`config.mk`:
```
export PLATFORM = sky130hd
export DESIGN_NAME = posit_encoder
export DESIGN_NICKNAME = d
export VERILOG_FILES = /design/src/rtl/posit_encoder.sv
export SDC_FILE = /design/constraint.sdc
export NUM_CORES = 1
export LEC_CHECK = 0
export BUFFER_PORTS_ARGS = -buffer_cell sky130_fd_sc_hd__buf_2
export CAP_MARGIN = 20
export CORE_MARGIN = 4
export CORE_UTILIZATION = 55
export DETAILED_ROUTE_END_ITERATION = 6
export MAX_ROUTING_LAYER = met4
export PLACE_DENSITY = 0.76
export SLEW_MARGIN = 25
export SYNTH_ARGS = -nofsm -noshare
export SYNTH_HDL_FRONTEND = slang
export SYNTH_SLANG_ARGS = --single-unit
export TNS_END_PERCENT = 10
```
`constraint.sdc`:
```
create_clock -name clk -period 5.1 [get_ports clk]
set_input_delay 0.51 -clock clk [delete_from_list [all_inputs] [get_ports clk]]
set_output_delay 0.51 -clock clk [all_outputs]
set_load 0.02 [all_outputs]
```
`src/rtl/posit_encoder.sv`:
```
// Pipelined posit packer: builds regime | exp | frac from an unpacked posit, then rounds
// (nearest-even), saturates and applies the sign. Two register stages with valid/ready.
module posit_encoder #(
   parameter int unsigned BITS   = 32,
   parameter int unsigned ES     = 0,
   parameter int unsigned FRAC_W = 29
) (
   input  logic                         clk,
   input  logic                         rst_n,
   input  logic                         in_valid,
   output logic                         in_ready,
   input  logic                         in_sign,
   input  logic [BITS-1:0]              in_k,
   input  logic [(ES > 0 ? ES : 1)-1:0] in_exp,
   input  logic [FRAC_W-1:0]            in_frac,
   input  logic                         in_zero,
   input  logic                         in_nar,
   output logic                         out_valid,
   input  logic                         out_ready,
   output logic [BITS-1:0]              out_posit
);

   localparam int unsigned W   = BITS + ES + FRAC_W + 1;
   localparam int unsigned EfW = ES + FRAC_W;
   localparam int unsigned ShW = $clog2(W);
   localparam logic signed [BITS-1:0] KMax = BITS'(BITS - 2);
   localparam logic signed [BITS-1:0] KMin = -KMax;

   // Stage 1 state
   logic            s1_valid_q, s1_valid_d;
   logic [BITS-2:0] s1_body_q, s1_body_d;
   logic            s1_guard_q, s1_guard_d;
   logic            s1_sticky_q, s1_sticky_d;
   logic            s1_sign_q, s1_sign_d;
   logic            s1_zero_q, s1_zero_d;
   logic            s1_nar_q, s1_nar_d;
   logic            s1_sat_hi_q, s1_sat_hi_d;
   logic            s1_sat_lo_q, s1_sat_lo_d;

   // Stage 2 state
   logic            s2_valid_q, s2_valid_d;
   logic [BITS-1:0] s2_posit_q, s2_posit_d;

   logic            s2_adv;
   logic            s1_load;

   logic [EfW-1:0]  ef;
   logic            k_neg;
   logic [ShW-1:0]  sh;
   logic [W-1:0]    x;
   logic [W-1:0]    x_sh;
   logic            sat_hi;
   logic            sat_lo;

   logic            round_up;
   logic            carry;
   logic [BITS-2:0] body_inc;
   logic [BITS-2:0] body_fin;
   logic [BITS-1:0] mag;
   logic [BITS-1:0] posit_val;

   if (ES > 0) begin : g_exp
      assign ef = {in_exp, in_frac};
   end else begin : g_noexp
      logic unused_exp;
      assign unused_exp = ^in_exp;
      assign ef = in_frac;
   end

   assign s2_adv    = !s2_valid_q | out_ready;
   assign in_ready  = !s1_valid_q | s2_adv;
   assign s1_load   = in_valid & in_ready;
   assign out_valid = s2_valid_q;
   assign out_posit = s2_posit_q;

   // Seed pattern {1,0,...} sign-extends into a run of ones for k >= 0; {0,1,...} shifted by
   // -k-1 (= ~k) gives the run of zeros for k < 0. Saturated k leave sh meaningless.
   always_comb begin
      k_neg  = in_k[BITS-1];
      sh     = k_neg ? ~in_k[ShW-1:0] : in_k[ShW-1:0];
      x      = {~k_neg, k_neg, ef, {(BITS - 1){1'b0}}};
      x_sh   = W'($signed(x) >>> sh);
      sat_hi = $signed(in_k) > KMax;
      sat_lo = $signed(in_k) < KMin;
   end

   always_comb begin
      s1_valid_d  = s1_valid_q;
      s1_body_d   = s1_body_q;
      s1_guard_d  = s1_guard_q;
      s1_sticky_d = s1_sticky_q;
      s1_sign_d   = s1_sign_q;
      s1_zero_d   = s1_zero_q;
      s1_nar_d    = s1_nar_q;
      s1_sat_hi_d = s1_sat_hi_q;
      s1_sat_lo_d = s1_sat_lo_q;
      if (in_ready) begin
         s1_valid_d = in_valid;
      end
      if (s1_load) begin
         s1_body_d   = x_sh[W-1 -: BITS-1];
         s1_guard_d  = x_sh[W-BITS];
         s1_sticky_d = |x_sh[W-BITS-1:0];
         s1_sign_d   = in_sign;
         s1_zero_d   = in_zero;
         s1_nar_d    = in_nar;
         s1_sat_hi_d = sat_hi;
         s1_sat_lo_d = sat_lo;
      end
   end

   always_comb begin
      round_up          = s1_guard_q & (s1_sticky_q | s1_body_q[0]);
      {carry, body_inc} = {1'b0, s1_body_q} + BITS'(round_up);
      if (s1_sat_hi_q || carry) begin
         body_fin = '1;
      end else if (s1_sat_lo_q) begin
         body_fin = (BITS - 1)'(1);
      end else begin
         body_fin = body_inc;
      end
      mag = {1'b0, body_fin};
      if (s1_nar_q) begin
         posit_val = {1'b1, {(BITS - 1){1'b0}}};
      end else if (s1_zero_q) begin
         posit_val = '0;
      end else begin
         posit_val = s1_sign_q ? -mag : mag;
      end
   end

   always_comb begin
      s2_valid_d = s2_valid_q;
      s2_posit_d = s2_posit_q;
      if (s2_adv) begin
         s2_valid_d = s1_valid_q;
         if (s1_valid_q) begin
            s2_posit_d = posit_val;
         end
      end
   end

   always_ff @(posedge clk or negedge rst_n) begin
      if (!rst_n) begin
         s1_valid_q  <= 1'b0;
         s1_body_q   <= '0;
         s1_guard_q  <= 1'b0;
         s1_sticky_q <= 1'b0;
         s1_sign_q   <= 1'b0;
         s1_zero_q   <= 1'b0;
         s1_nar_q    <= 1'b0;
         s1_sat_hi_q <= 1'b0;
         s1_sat_lo_q <= 1'b0;
         s2_valid_q  <= 1'b0;
         s2_posit_q  <= '0;
      end else begin
         s1_valid_q  <= s1_valid_d;
         s1_body_q   <= s1_body_d;
         s1_guard_q  <= s1_guard_d;
         s1_sticky_q <= s1_sticky_d;
         s1_sign_q   <= s1_sign_d;
         s1_zero_q   <= s1_zero_d;
         s1_nar_q    <= s1_nar_d;
         s1_sat_hi_q <= s1_sat_hi_d;
         s1_sat_lo_q <= s1_sat_lo_d;
         s2_valid_q  <= s2_valid_d;
         s2_posit_q  <= s2_posit_d;
      end
   end

endmodule

```
==> metrics <==
Reg area 1800 µm²; unrepaired setup endpoints after global routing no; Crit. End Element flip-flop; ys flop type dfrtp_1; DP HPWL 23300 µm; routed vias/inst 6.90; clk_lat worst skew 340 ps; Buf+Inv Stages, Crit Path 0; first-pass GRT wire length 50600 µm; post-synthesis compound-gate area fraction 0.314; Pwr Density roughly 260 nW/µm²; critical path's slowest cell o41ai_1; largest family of logic cells by synthesized area compound AO/OA/AOI/OAI gates; Post-DP Area roughly 10000 µm²; Yosys Warn Count 0; # setup viols final 0; Post-Synth Simple-Gate Area 0.259; cts hold-fix bufs 0; largest net degree at the start of global routing 73; setup bufs post-CTS 0; DRT Wirelength 31500 µm; GPL Wtd Cong 0.999; Leakage Power 0.00405 µW; async set or reset register ratio after synthesis 1.00; first-pass iteration count of the detailed router 6; maximum vdd drop approximately 200 µV; Post-CTS Resized 0; row count 47; number of synthesized flops with an enable pin 0; post-route insts no fill 1488; Critical Path Source Type flip-flop; Max-Cap Viols 0; nets 1334; GR Overflow Total 0; Yosys reg bits 72; Hold Violations, Final 0; r2r worst-path depth 15; I/O Buffers 101; H-tree levels 3; Post-Synthesis Cells 1246; drt drc 0; mux share of post-synthesis cell area 0.119; CTS tree yes; DR WL/cell around 21 µm; Placeable Area approximately 17000 µm²; Worst Skew just over 8 ps; CP Depth 15; First DRT Iteration DRCs 1025; die width around 140 µm; antenna violations before repair 1; WP data arrival between 4000 and 5000 ps; starting density of the core 0.561; setup TNS 0 ps; top cell family by delay on the critical path simple AND/OR/NAND/NOR gates; top-area cell type share of the netlist area 0.194; CTS max path bufs 2; die footprint 19100 µm²; vias just over 10k; Max Slew Vio Count 0; Adder-Cell Fraction of Synth Area 0.00403; Crit Path Category flip-flop to flip-flop; sequential area share after synthesis 0.194; Num CTS Buffers 9; Sink Count 72; final total power ~2700 µW; worst slew pin tran roughly 960 ps; Tcrit/Tclk final 0.801; area occupied by multi-input gates 6940 µm²; Die Height 138 µm; synthesized cell area 9310 µm²; DP Cell Count 1471; max incr delay on CP 460 ps; synthesized net count between 1k and 1.5k; CTS root buf clkbuf_16; layout cells sized above 1 0.170; Fill cells 1556; Period minus WS final 4090 ps; CP max FO 9; Synth area leaders dfrtp_1 (19%), o21ai_0 (7.0%), mux2i_1 (6.0%); Hold WC Path Type primary input to async pin; worst path cell trace o21a_1 > ha_1 > nand3_1 > nor3_2 > nand3_2 > o21ai_1 > nor3_1 > ha_1 > nor3b_1 > and3_1 > nand3_1 > or2_2 > o41ai_1 > xor2_1 > o21ai_0; area delta synth->final 8.48%; Required @ worst endpoint 5300 ps; largest area contributor in the netlist dfrtp_1; post-route cell area 10100 µm²; Antenna Nets Post-Route 0; XOR/XNOR Fraction of Synth Area 0.0461; status complete, no violations; vias in the first global route 9379; clock-pin slew on the worst setup and hold paths roughly 60 ps; Slew headroom 0.361; Synth Area per Inst between 7 and 8 µm²; Synth cell types 89; FMAX roughly 240 MHz; GRT Util Overall 0.327; I/O pins 103
per-layer routing:
metal,global-route usage,vias up,wire length [µm]
li1,-,4789,-
met1,0.459,4804,13600
met2,0.483,608,13900
met3,0.0760,67,3390
met4,0.0707,0,612
met5,-,-,0
layout by cell type, fill, tap and decap left out, types with 7 or more instances in the layout:
master       n
nand2_1    133
o21ai_0    131
buf_2      100
nor2_1      72
dfrtp_1     72
a21oi_1     65
mux2i_1     56
nand3_1     35
nor3_1      30
buf_4       30
a211oi_1    28
xnor2_1     26
and2_1      23
nand2b_1    23
nor4_1      23
xor2_1      21
o221ai_1    21
nand4_1     20
mux2_2      19
o22ai_1     19
nor2b_1     17
a21o_1      17
inv_1       15
mux4_2      15
a22oi_1     14
o31ai_1     13
nand3b_1    11
or4_1       11
and3_1      10
or2_2       10
a22o_1      10
a221oi_1     9
clkbuf_16    9
a32oi_1      8
a221o_1      7
cells by family after synthesis:
kind of cell | after synthesis
muxes | 90
AOI/OAI and AO/OA | 431
DFF | 72
buffers and inverters | 140
adders and majority gates | 3
xor gates and xnor gates | 49
and+or+nand+nor | 461
through the flow:
step,utilization,hold WS (ps),setup slack [ps]
finish,0.609,371,1010
global route,0.609,396,781
CTS,0.609,393,1080
detailed placement,0.591,465,880
global placement,0.591,455,934
floorplan,-,214,1300
Yosys cell counts, types with 17 or more instances:
master / count
a211oi_1: 28
a21o_1: 17
a21oi_1: 65
and2_1: 23
buf_2: 30
clkbuf_1: 79
dfrtp_1: 72
mux2_2: 19
mux2i_1: 56
nand2_1: 134
nand2b_1: 23
nand3_1: 35
nand4_1: 20
nor2_1: 72
nor2b_1: 17
nor3_1: 30
nor4_1: 23
o21ai_0: 131
o221ai_1: 21
o22ai_1: 19
xnor2_1: 27
xor2_1: 22
registers in the layout, summed over array words and instances, names as in the netlist:
signal	count
s1_guard_q	1
s1_sign_q	1
s1_sticky_q	1
s1_body_q	31
out_posit	32
s1_sat_lo_q	1
out_valid	1
s1_sat_hi_q	1
s1_valid_q	1
s1_nar_q	1
s1_zero_q	1
final cells by class:
type	count	area share
antenna	1	0.000248
clock buffer	10	0.0227
clock inverter	6	0.00669
inverter	15	0.00557
multi-input combinational	1034	0.687
sequential	72	0.178
tap	220	0.0273
timing repair buffer	130	0.0719
power breakdown:
part / total (µW) / internal (µW) / switching (µW) / leakage [µW]
Combinational: 1220 / 463 / 754 / 0.00299
Sequential: 802 / 672 / 131 / 0.000912
Clock: 631 / 380 / 251 / 0.000139
Total: 2650 / 1510 / 1140 / 0.00405
final timing paths:
kind / from / end / slack (ps)
min: rst_n / out_valid$_DFFE_PN0P_ / 370
max: s1_body_q[0]$_DFFE_PN0P_ / out_posit[28]$_DFFE_PN0P_ / 1010
max reg2reg: s1_body_q[0]$_DFFE_PN0P_ / out_posit[28]$_DFFE_PN0P_ / 1010
max in group asynchronous: rst_n / s1_sticky_q$_DFFE_PN0P_ / 4130
min in group clk: in_nar / s1_nar_q$_DFFE_PN0P_ / 390
min reg2reg: out_posit[1]$_DFFE_PN0P_ / out_posit[1]$_DFFE_PN0P_ / 470
Power figures use the tool's default switching activity.
